--- src/rtl/slice_chunk_scheduler.sv ---
// Grants one downstream slice-decode pipeline to per-slice chunk FIFOs,
// one whole chunk at a time in fixed slice order, line by line.
module slice_chunk_scheduler #(
    parameter  int MAX_NBR_SLICES = 2,
    localparam int SW = (MAX_NBR_SLICES > 1) ? $clog2(MAX_NBR_SLICES) : 1
) (
    input  logic                          clk,
    input  logic                          rst_n,
    input  logic                          flush,
    input  logic                          in_sof,
    input  logic [9:0]                    slices_per_line,
    input  logic [15:0]                   chunk_size,
    input  logic [15:0]                   slice_height,
    input  logic [MAX_NBR_SLICES-1:0]     fifo_empty,
    input  logic [256*MAX_NBR_SLICES-1:0] fifo_rd_data,
    output logic [MAX_NBR_SLICES-1:0]     fifo_rd_en,
    output logic                          out_valid,
    input  logic                          out_ready,
    output logic [255:0]                  out_data,
    output logic [SW-1:0]                 out_slice_id,
    output logic                          out_first_word,
    output logic                          out_last_word,
    output logic                          out_slice_sof,
    output logic                          busy,
    output logic                          frame_done
);

    typedef enum logic {
        IDLE,
        XFER
    } state_t;

    state_t        state, state_d;
    logic [SW-1:0] slice_idx, slice_idx_d;
    logic [11:0]   word_cnt, word_cnt_d;
    logic [15:0]   line_cnt, line_cnt_d;
    logic [9:0]    cfg_spl, cfg_spl_d;
    logic [11:0]   cfg_cw, cfg_cw_d;
    logic [15:0]   cfg_ht, cfg_ht_d;

    logic [9:0]    spl_clamp;
    logic [11:0]   cw_raw;
    logic [11:0]   cw_clamp;
    logic [15:0]   ht_clamp;

    always_comb begin
        spl_clamp = slices_per_line;
        if (slices_per_line == 10'd0)
            spl_clamp = 10'd1;
        else if (slices_per_line > 10'(MAX_NBR_SLICES))
            spl_clamp = 10'(MAX_NBR_SLICES);
    end

    assign cw_raw   = 12'((32'(chunk_size) + 32'd31) >> 5);
    assign cw_clamp = (cw_raw == 12'd0) ? 12'd1 : cw_raw;
    assign ht_clamp = (slice_height == 16'd0) ? 16'd1 : slice_height;

    logic word_last, slice_last, line_last;
    logic head_empty, reg_free, pop, frame_end;

    assign word_last  = (word_cnt == cfg_cw - 12'd1);
    assign slice_last = (10'(slice_idx) == cfg_spl - 10'd1);
    assign line_last  = (line_cnt == cfg_ht - 16'd1);
    assign head_empty = fifo_empty[slice_idx];
    assign reg_free   = ~out_valid | out_ready;

    // A restart or flush cycle never pops, so counters and FIFOs stay aligned
    assign pop = (state == XFER) & ~flush & ~in_sof & ~head_empty & reg_free;
    assign frame_end = pop & word_last & slice_last & line_last;

    assign fifo_rd_en = pop ? (MAX_NBR_SLICES'(1) << slice_idx)
                            : '0;
    assign busy = (state != IDLE);

    always_comb begin
        state_d     = state;
        slice_idx_d = slice_idx;
        word_cnt_d  = word_cnt;
        line_cnt_d  = line_cnt;
        cfg_spl_d   = cfg_spl;
        cfg_cw_d    = cfg_cw;
        cfg_ht_d    = cfg_ht;
        unique case (state)
            IDLE: begin
                if (in_sof) begin
                    state_d     = XFER;
                    slice_idx_d = '0;
                    word_cnt_d  = '0;
                    line_cnt_d  = '0;
                    cfg_spl_d   = spl_clamp;
                    cfg_cw_d    = cw_clamp;
                    cfg_ht_d    = ht_clamp;
                end
            end
            XFER: begin
                if (in_sof) begin
                    slice_idx_d = '0;
                    word_cnt_d  = '0;
                    line_cnt_d  = '0;
                    cfg_spl_d   = spl_clamp;
                    cfg_cw_d    = cw_clamp;
                    cfg_ht_d    = ht_clamp;
                end else if (pop) begin
                    word_cnt_d = word_cnt + 12'd1;
                    if (word_last) begin
                        word_cnt_d = '0;
                        if (slice_last) begin
                            slice_idx_d = '0;
                            line_cnt_d  = line_cnt + 16'd1;
                        end else begin
                            slice_idx_d = slice_idx + SW'(1);
                        end
                    end
                    if (frame_end) begin
                        state_d     = IDLE;
                        slice_idx_d = '0;
                        line_cnt_d  = '0;
                    end
                end
            end
            default: state_d = IDLE;
        endcase
        if (flush) begin
            state_d     = IDLE;
            slice_idx_d = '0;
            word_cnt_d  = '0;
            line_cnt_d  = '0;
        end
    end

    always_ff @(posedge clk or negedge rst_n) begin
        if (!rst_n) begin
            state     <= IDLE;
            slice_idx <= '0;
            word_cnt  <= '0;
            line_cnt  <= '0;
            cfg_spl   <= 10'd1;
            cfg_cw    <= 12'd1;
            cfg_ht    <= 16'd1;
        end else begin
            state     <= state_d;
            slice_idx <= slice_idx_d;
            word_cnt  <= word_cnt_d;
            line_cnt  <= line_cnt_d;
            cfg_spl   <= cfg_spl_d;
            cfg_cw    <= cfg_cw_d;
            cfg_ht    <= cfg_ht_d;
        end
    end

    // Output register keeps draining after the frame ends, even in IDLE
    always_ff @(posedge clk or negedge rst_n) begin
        if (!rst_n) begin
            out_valid      <= 1'b0;
            out_data       <= '0;
            out_slice_id   <= '0;
            out_first_word <= 1'b0;
            out_last_word  <= 1'b0;
            out_slice_sof  <= 1'b0;
            frame_done     <= 1'b0;
        end else begin
            frame_done <= frame_end;
            if (flush) begin
                out_valid <= 1'b0;
            end else if (pop) begin
                out_valid      <= 1'b1;
                out_data       <= fifo_rd_data[{slice_idx, 8'd0} +: 256];
                out_slice_id   <= slice_idx;
                out_first_word <= (word_cnt == 12'd0);
                out_last_word  <= word_last;
                out_slice_sof  <= (line_cnt == 16'd0);
            end else if (out_ready) begin
                out_valid <= 1'b0;
            end
        end
    end

endmodule

--- config.mk ---
export PLATFORM = sky130hd
export DESIGN_NAME = slice_chunk_scheduler
export DESIGN_NICKNAME = d
export VERILOG_FILES = /design/src/rtl/slice_chunk_scheduler.sv
export SDC_FILE = /design/constraint.sdc
export NUM_CORES = 1
export LEC_CHECK = 0
export ABC_AREA = 1
export BUFFER_PORTS_ARGS = -buffer_cell sky130_fd_sc_hd__buf_2
export CORE_AREA = 2 2 320 322
export CTS_CLUSTER_DIAMETER = 60
export DETAILED_ROUTE_END_ITERATION = 16
export DIE_AREA = 0 0 322 324
export MAX_ROUTING_LAYER = met4
export PLACE_DENSITY_LB_ADDON = 0.05
export SLEW_MARGIN = 40
export SYNTH_ARGS = -nofsm -noshare
export SYNTH_HDL_FRONTEND = slang
export SYNTH_SLANG_ARGS = --single-unit
--- constraint.sdc ---
create_clock -name clk -period 3.45 [get_ports clk]
set_clock_uncertainty 0.1 [all_clocks]
set_input_delay 0.1725 -clock clk [delete_from_list [all_inputs] [get_ports clk]]
set_output_delay 0.1725 -clock clk [all_outputs]
set_load 0.02 [all_outputs]
---- Yosys cells after proc, flatten, opt, wreduce, memory -nomap -nowiden ----
Index checks and enable logic that the tools add are counted.
operators by class
  $add $sub $neg .......................... 7
  order comparisons ....................... 2
  equal/unequal tests ..................... 7
  shifts and indexed selects .............. 2
  muxes and demuxes ....................... 41
  bitwise operators ....................... 13
  reductions and logical operators ........ 10
operators with widths
  kind                                                                   count
  512-bit by 10-bit variable part select with 256-bit output             1
  16-bit 2-to-1 mux                                                      9
  12-bit 2-to-1 mux                                                      7
  16-bit logical NOT                                                     2
  16-bit one-hot mux with 2 select lines                                 1
  10-bit 2-to-1 mux                                                      3
  12-bit logical NOT                                                     2
  12-bit one-hot mux with 2 select lines                                 1
  16-bit by 5-bit adder with 17-bit output, second input constant        1
  1-bit 2-to-1 mux                                                       17
  16-bit by 1-bit adder with 16-bit output, second input constant        1
  16-bit equality test                                                   1
  16-bit by 1-bit subtractor with 16-bit output, second input constant   1
  12-bit by 1-bit adder with 12-bit output, second input constant        1
  12-bit equality test                                                   1
  12-bit by 1-bit subtractor with 12-bit output, second input constant   1
  1-bit by 10-bit equality test with 1-bit output                        1
  10-bit by 2-bit > comparator with 1-bit output, second input constant  1
  10-bit logical NOT                                                     1
  5-bit by 3-bit != test with 1-bit output, second input constant        2
  10-bit by 1-bit subtractor with 10-bit output, second input constant   1
  1-bit AND                                                              7
  1-bit NOT                                                              5
  4-bit by 3-bit != test with 1-bit output, second input constant        1
  11 further kinds                                                       13
word-level totals
  bits in registers ....................... 330
  input bits .............................. 561
  output and inout bits ................... 265

---- Depth between registers and ports, before layout ----
Gate-level depths: netlist of the first run.
  word-level depth ........................ 13
  depth in mapped cells ................... 19
  mapped depth without buffers ............ 19

---- Least setup slack after synthesis of the first run ----
Ideal clock, no wire load.
  path kind ............................... flip-flop to flip-flop
  start point ............................. register cfg_cw[0]
  end point ............................... register line_cnt[7]
  setup time .............................. 0.117 ns
  data arrival time ....................... 2.020 ns
  required time ........................... 3.233 ns
  slack ................................... 1.213 ns
  stages on the path, launching flop included .. 18
  buffers on the path ..................... 1
  period minus slack after synthesis ...... 2.237 ns
  cell sequence ........................... dfstp_2 > inv_2 > ha_1 > nand2_2 > nand2_1 > nand2_1 > nand2_1 > nor2_1 > nand3_1 > nor2_4 > nand2_4 > nand2_4 > nand2_4 > nor2_8 > inv_4 > buf_6 > nand2_1 > nand2_1
between the ends
  word-level cells in the longest chain between the ends .. 10
  elaborated cells between the ends (all ways) .. 13
  those cells by class .................... add/sub (1); eq/ne (3); mux (5); bitwise (3); reduce/logical (1)
ends and longest elaborated chain
  element                                            line  text
  from (decl)                                        38    logic [11:0] cfg_cw, cfg_cw_d;
  from (signal assigned)                             146   cfg_cw <= cfg_cw_d;
  12-bit by 1-bit subtractor with 12-bit output (*)  61    assign word_last = (word_cnt == cfg_cw - 12'd1);
  12-bit equality test (*)                           61
  1-bit AND (3 in series)                            69    assign frame_end = pop & word_last & slice_last & line_last;
  16-bit 2-to-1 mux                                  114   if (frame_end) begin
  16-bit 2-to-1 mux                                  103   end else if (pop) begin
  16-bit 2-to-1 mux                                  96    if (in_sof) begin
  16-bit one-hot mux with 2 select lines             83    unique case (state)
  16-bit 2-to-1 mux                                  123   if (flush) begin
  to (signal assigned)                               144   line_cnt <= line_cnt_d;
  to (decl)                                          36    logic [15:0] line_cnt, line_cnt_d;
Every way passes the cells marked *; elsewhere a longest branch is shown, timed or not. The select of a mux whose other input is x is not followed.
A chain may end at the register's enable or synchronous reset.

---- Worst setup path after layout of the first run ----
  start point ............................. register slice_idx
  end point ............................... register out_data[153]
between the ends
  word-level cells in the longest chain between the ends .. 6
  elaborated cells between the ends (all ways) .. 7
  those cells by class .................... shift (1); mux (2); bitwise (3); reduce/logical (1)
ends and longest elaborated chain
  element                                                                                                             line  text
  from (decl)                                                                                                         34    logic [SW-1:0] slice_idx, slice_idx_d;
  from (signal assigned)                                                                                              142   slice_idx <= slice_idx_d;
  parallel branches: the longest is 6 deep, another holds 512-bit by 10-bit variable part select with 256-bit output  --
  to (signal assigned)                                                                                                167   out_data <= fifo_rd_data[{slice_idx, 8'd0} +: 256];
  to (decl)                                                                                                           19    output logic [255:0] out_data,
Parallel ways; which one is timed is not known. The select of a mux whose other input is x is not followed.

==> results of run 1 <==
## per-stage QoR
stage	utilization, %	std cells
finish	29.2	4870
global route	29.2	4865
CTS	29.1	4831
detailed placement	21.5	4160
global placement	21.5	4160
floorplan	-	2093
## final cells by class
class	instances	area (sq um)	share of cell area [%]
clock buffers	77	1630	5.51
inverters	113	433	1.47
diodes	33	82.6	0.280
flip-flops and latches	330	8260	28.0
well taps	1309	1640	5.55
multi-input cells	1552	6830	23.1
repair buffers	1422	10200	34.6
clock inverters	34	434	1.47
## routing by layer
layer  up-vias  global-route usage (%)  share of wire [%]
li1       9459                       -                  -
met1      9216                    19.2                 41
met2       536                    28.9                 51
met3       119                    4.10                5.7
met4         0                    5.07                2.8
met5         -                       -                  0
## Yosys cell counts (4+ instances only)
cell type / instances
dfrtp_1: 327
nand4_1: 17
nor2_2: 7
xnor2_1: 14
inv_1: 108
nand3_1: 307
buf_2: 52
ha_1: 7
nor3_1: 13
nand2_4: 5
a21oi_1: 12
nor2_4: 4
clkbuf_1: 43
nor4_1: 7
nor3b_1: 5
xor2_1: 23
o21ai_0: 37
nor2_1: 88
nand2_1: 981
## cells by family (layout without fill, tap and decap cells)
group                      after synthesis  after routing  synth area share [%]
and+or+nand+nor                       1447           1447                  38.1
DFF                                    330            330                  51.8
buffers and inverters                  211           1646                  5.52
AOI/OAI and AO/OA                       61             61                  2.05
xor gates and xnor gates                37             37                  2.03
adders and majority gates                7              7                 0.549
other                                    0             33                     0
## worst max-delay path by stage
| stage | cells past startpoint | end |
|---|---|---|
| floorplan | 17 | line_cnt[7] |
| detailed placement | 9 | out_data[155] |
| global route | 9 | out_data[51] |
| CTS | 10 | out_data[175] |
| finish | 9 | out_data[153] |
| global placement | 9 | out_data[139] |
## power by group
| part | switching, mW | internal [mW] | total [mW] | leakage [nW] |
|---|---|---|---|---|
| registers | 0.518 | 4.74 | 5.26 | 4.19 |
| logic | 2.89 | 2.61 | 5.51 | 9.90 |
| clock network | 2.32 | 3.92 | 6.24 | 0.999 |
## registers in the layout, indices dropped and copies added (netlist names), 10 cells and up
signal,flops
cfg_ht,16
line_cnt,16
word_cnt,12
cfg_spl,10
cfg_cw,12
out_data,256
## worst register-to-register path, delay by kind of cell (launching register included)
| family | cells | cell delay (ns) |
|---|---|---|
| simple gates | 4 | 0.56 |
| flops | 1 | 0.45 |
| compound gates | 1 | 0.29 |
| buf+inv | 4 | 1.66 |
## repair_timing
| action | 4_1_cts | 5_1_grt |
|---|---|---|
| hold buffers | 560 | 1 |
| endpoints found under the setup margin | 0 | 39 |
| hold endpoints to repair | 379 | 41 |
| setup buffers | 0 | 4 |
| gates resized for setup | 0 | 1 |
==> impl_metrics.toml, run 1 <==
[floorplanning]
initial_core_util_pct = 15.8
ioPinCount = 826
dieArea_sq_um = 104000
core_sq_um = 101000
chipWidth_microns = 322
num_rows = 117
die_h_microns = 324

[synth]
syn_avg_cell_area_sq_um = 7.62
synth.yosys.warnings = 0
synth_area_leaders = "dfrtp_1, nand2_1, nand3_1"
synth-edff-count = 0
ys_ff_latch = 330
syn_inst = 2093
syn_nets = 2661
seq_area_frac_synth_pct = 51.8
synthArstFlopShare_pct = 100
synth_top_area_share_pct = 51.3
synth_ff_type = "dfrtp_1"
syn_area_sq_um = 16000
synth_largest_area_cell = "dfrtp_1"
synthDistinctLibCells = 38

[drt]
first_pass_iters = 5
viasPerCell = 3.97
num_vias = 19330
wl_microns = 88300
drt_iter0_markers = 832
ant_nets = 0
drcViolationCount = 0
routedWlPerCell_microns = 18.1

[global_routing]
grt_max_degree = 138
grt_pass1_wl_microns = 128000
antenna_found_initial = 35
grt_pass1_vias = 20030
overflow = 0
grt_use_total_pct = 16.8

[clock_tree]
cts_tree = "built"
clock_latency_ns = 0.66
h-tree-depth = 2
root_buffer = "clkbuf_16"
cts_buffer_depth = 3
clock-sinks = 330
cts_buffers = 60
path_clk_slew_ns = 0.06

[sta]
tightest_slew_ns = 0.876
setup_violations = 0
hold_viol_final = 0
final.min_clock_period_ns = 3.10
fmax_mhz = 323
slew_headroom_pct = 41.6
post-route-period-util_pct = 89.9
rsz0062_at_grt = "no"
fin_setup_tns_ns = 0
worst_slack_ns = 0.349
maxSlewViolCount = 0
hold_ws_ns = 0.144

[power]
ir_worst_vdd_mv = 0.396
leakagePower_nw = 15.1
power.density_nw_per_um2 = 576
p_total_mw = 17.0

[layout]
drive_gt1_share_pct = 28.3
area_delta_synth_final_pct = 85.0
fin_area_sq_um = 29500
nNetsFinal = 4047
final_common_cell = "nand2_1"
nFillCells = 11210
layout_common_cells = "nand2_1, buf_2, dlygate4sd3_1"

[worst_hold_path]
worstHoldStart = "chunk_size[1]"
holdCritPathClass = "in2reg"
holdPathStages = 7
hold_end = "cfg_cw[6]"

[worst_setup_path]
crit_chain = "clkinvlp_4 > o21ai_1 > nand3_4 > nor2_4 > buf_12 > buf_4 > nand2_1 > nand3_1 > dlygate4sd3_1"
r2r_slack_ns = 0.35
crit_arrival_ns = 3.59
worstPathMaxFanout = 73
start_kind = "flop"
crit_type = "reg2reg"
slowest_delay_ns = 0.55
cp_data_required_time_ns = 3.94
worst-path-buf-inv = 4
worstSetupStartpoint = "slice_idx"
path_delay_family = "buffers and inverters"
slowest_stage = "dlygate4sd3_1"
reg2reg_to = "out_data[153]"
cp-end-kind = "flop"
rr_worst_depth = 9
rr_startpoint = "slice_idx"

[placed_design]
dpl_cell_area_sq_um = 21700
dpl.hpwl_microns = 65700
dp_slack_ns = 0.696
io_buffers = 824
gp_congestion = 0.844

[run_status]
outcome = "finished, final reports clean"

[run]
cap_violations = 0
Power figures use the tool's default switching activity.
==> run 2: changes to the inputs <==
CORE_AREA = 2 2 326 328   (was 2 2 320 322)
DIE_AREA = 0 0 328 330   (was 0 0 322 324)
TNS_END_PERCENT = 30   (was unset)
==> run 2 against run 1 <==
Via count decreased by 0.43%. Setup slack improved by 0.013 ns. Hold slack worse by 0.040 ns. Highest routed layer unchanged. Sequential power is essentially flat. Largest cell class unchanged. Sequential share of layout area fell by 0.065 points. Non-clock buffer count decreased by 12.
==> impl_metrics.toml, run 2 (synthesized netlist as in run 1, its figures left out) <==
[run_status]
outcome = "finished, final reports clean"

[placed_design]
dpl.hpwl_microns = 63900
dp_slack_ns = 0.739
io_buffers = 824
gp_congestion = 0.804

[power]
p_int_mw = 11.5
switching_power_mw = 5.66
comb_power_share_pct = 32.0
power.density_nw_per_um2 = 579
clockPowerShare_pct = 37.4
p_seq_share_pct = 30.6
swShare_pct = 33.0
p_total_mw = 17.1
ir_worst_vdd_mv = 0.384
leakagePower_nw = 15.1

[drt]
routedWlPerCell_microns = 17.6
drt_iter0_markers = 714
ant_nets = 0
wl_microns = 87000
first_pass_iters = 5
drcViolationCount = 0
num_vias = 19247
viasPerCell = 3.90

[clock_tree]
root_buffer = "clkbuf_16"
path_clk_slew_ns = 0.05
cts_buffers = 60
clock-sinks = 330
cts_tree = "built"
cts-resized-gates = 0
h-tree-depth = 2
postCtsSetupRepairBufs = 0
cts_buffer_depth = 3
clock_latency_ns = 0.64

[worst_setup_path]
worstPathMaxFanout = 112
slowest_stage = "dfrtp_1"
rr_worst_depth = 10
rr_startpoint = "slice_idx"
start_kind = "flop"
slowest_delay_ns = 0.42
crit_arrival_ns = 2.81
cp_data_required_time_ns = 3.18
r2r_slack_ns = 0.41
reg2reg_to = "out_data[67]"
crit_type = "reg2out"
crit_chain = "inv_1 > nand2_1 > o21ai_1 > nand3_4 > nor2_4 > buf_12 > buf_2"
cp-end-kind = "primary output"

[floorplanning]
dieArea_sq_um = 108000
ioPinCount = 826
die_h_microns = 330
chipWidth_microns = 328
num_rows = 119
core_sq_um = 105000
initial_core_util_pct = 15.2

[global_routing]
grt_pass1_vias = 20265
busiest_layer = "met2"
use_met3_pct = 4.31
grt_pass1_wl_microns = 127000
grt_max_degree = 136
antenna_found_initial = 36
overflow = 0
met1_usage_pct = 17.0
gr-usage-met2_pct = 28.8
grt_use_total_pct = 16.0

[sta]
final.min_clock_period_ns = 3.09
tightest_slew_ns = 0.914
fin_setup_tns_ns = 0
maxSlewViolCount = 0
fmax_mhz = 324
slew_headroom_pct = 39.1
worst_slack_ns = 0.363
setup_violations = 0
rsz0062_at_grt = "no"
post-route-period-util_pct = 89.5
hold_viol_final = 0

[layout]
nFillCells = 11574
largestRegisters = "out_data: 256 flops, cfg_ht: 16 flops, line_cnt: 16 flops"
multi_input_area_sq_um = 6830
nNetsFinal = 4035
largest_register_ffs = 256
post-route-util_pct = 28.3
area_delta_synth_final_pct = 85.4
layout_common_cells = "nand2_1, buf_2, dlygate4sd3_1"
top_register = "out_data"
area.sequential_sq_um = 8260
final_common_cell = "nand2_1"
drive_gt1_share_pct = 28.0

[worst_hold_path]
hold_end = "cfg_cw[0]"
holdCritPathClass = "in2reg"
worstHoldStart = "chunk_size[1]"
holdPathStages = 6

[run]
cap_violations = 0
## run 2: changes by cell type in the layout (fill, tap and decap cells not counted), sizes merged
cell	before	now
buf	861	849
bufinv	8	10
clkbuf	77	76
clkinvlp	7	6
clkinv	17	14
inv	115	116
diode	33	26
## run 2: final cells by class
cell class                      count  share of cell area (%)
Inverter                          113                    1.45
Tap cell                         1391                    5.88
Sequential cell                   330                    27.9
Multi-Input combinational cell   1552                    23.1
Clock inverter                     33                    1.59
Antenna cell                       26                   0.220
Timing Repair Buffer             1410                    34.3
Clock buffer                       76                    5.59
## run 2: power groups by stage
stage               Sequential (mW)  Combinational, mW  Clock [mW]
finish                         5.24               5.48        6.41
global route                   5.36               5.92        6.82
CTS                            5.25               5.55        6.67
floorplan                      6.30               1.04           0
detailed placement             5.27               4.10           0
global placement               5.29               4.12           0
## run 2: worst max-delay path by stage
stage | cells after the start | slack [ns] | from | end
after global routing | 7 | 0.15 | slice_idx | fifo_rd_en[0]
after detailed placement | 16 | 0.74 | cfg_cw[0] | line_cnt[5]
final | 7 | 0.36 | slice_idx | fifo_rd_en[0]
after global placement | 17 | 0.74 | cfg_cw[0] | line_cnt[13]
after floorplan | 17 | 1.21 | cfg_cw[0] | line_cnt[7]
after CTS | 7 | 0.26 | slice_idx | fifo_rd_en[1]
## run 2: metal layers
layer	vias to the layer above	wire, microns
met3	149	5350
met2	515	45600
met4	0	2550
li1	9414	-
met1	9169	33500
met5	-	0
## run 2: what timing repair did
action,CTS,global route
endpoints found under the setup margin,0,0
hold buffers,562,0
hold endpoints to repair,514,0
## run 2: per-stage QoR
stage	hold slack, ns	cells	instance area [sq um]
floorplan	-0.223	2093	16000
global route	0.123	4929	29600
finish	0.104	4931	29600
detailed placement	-0.0162	4234	21800
global placement	0.181	4233	21700
CTS	0.0460	4905	29500
## run 2: worst max-delay path: cells and delay by family (launching register included)
family / cells / cell delay (ns)
AOI/OAI and AO/OA: 1 / 0.14
DFF: 1 / 0.42
and+or+nand+nor: 3 / 0.52
buffers and inverters: 3 / 0.87
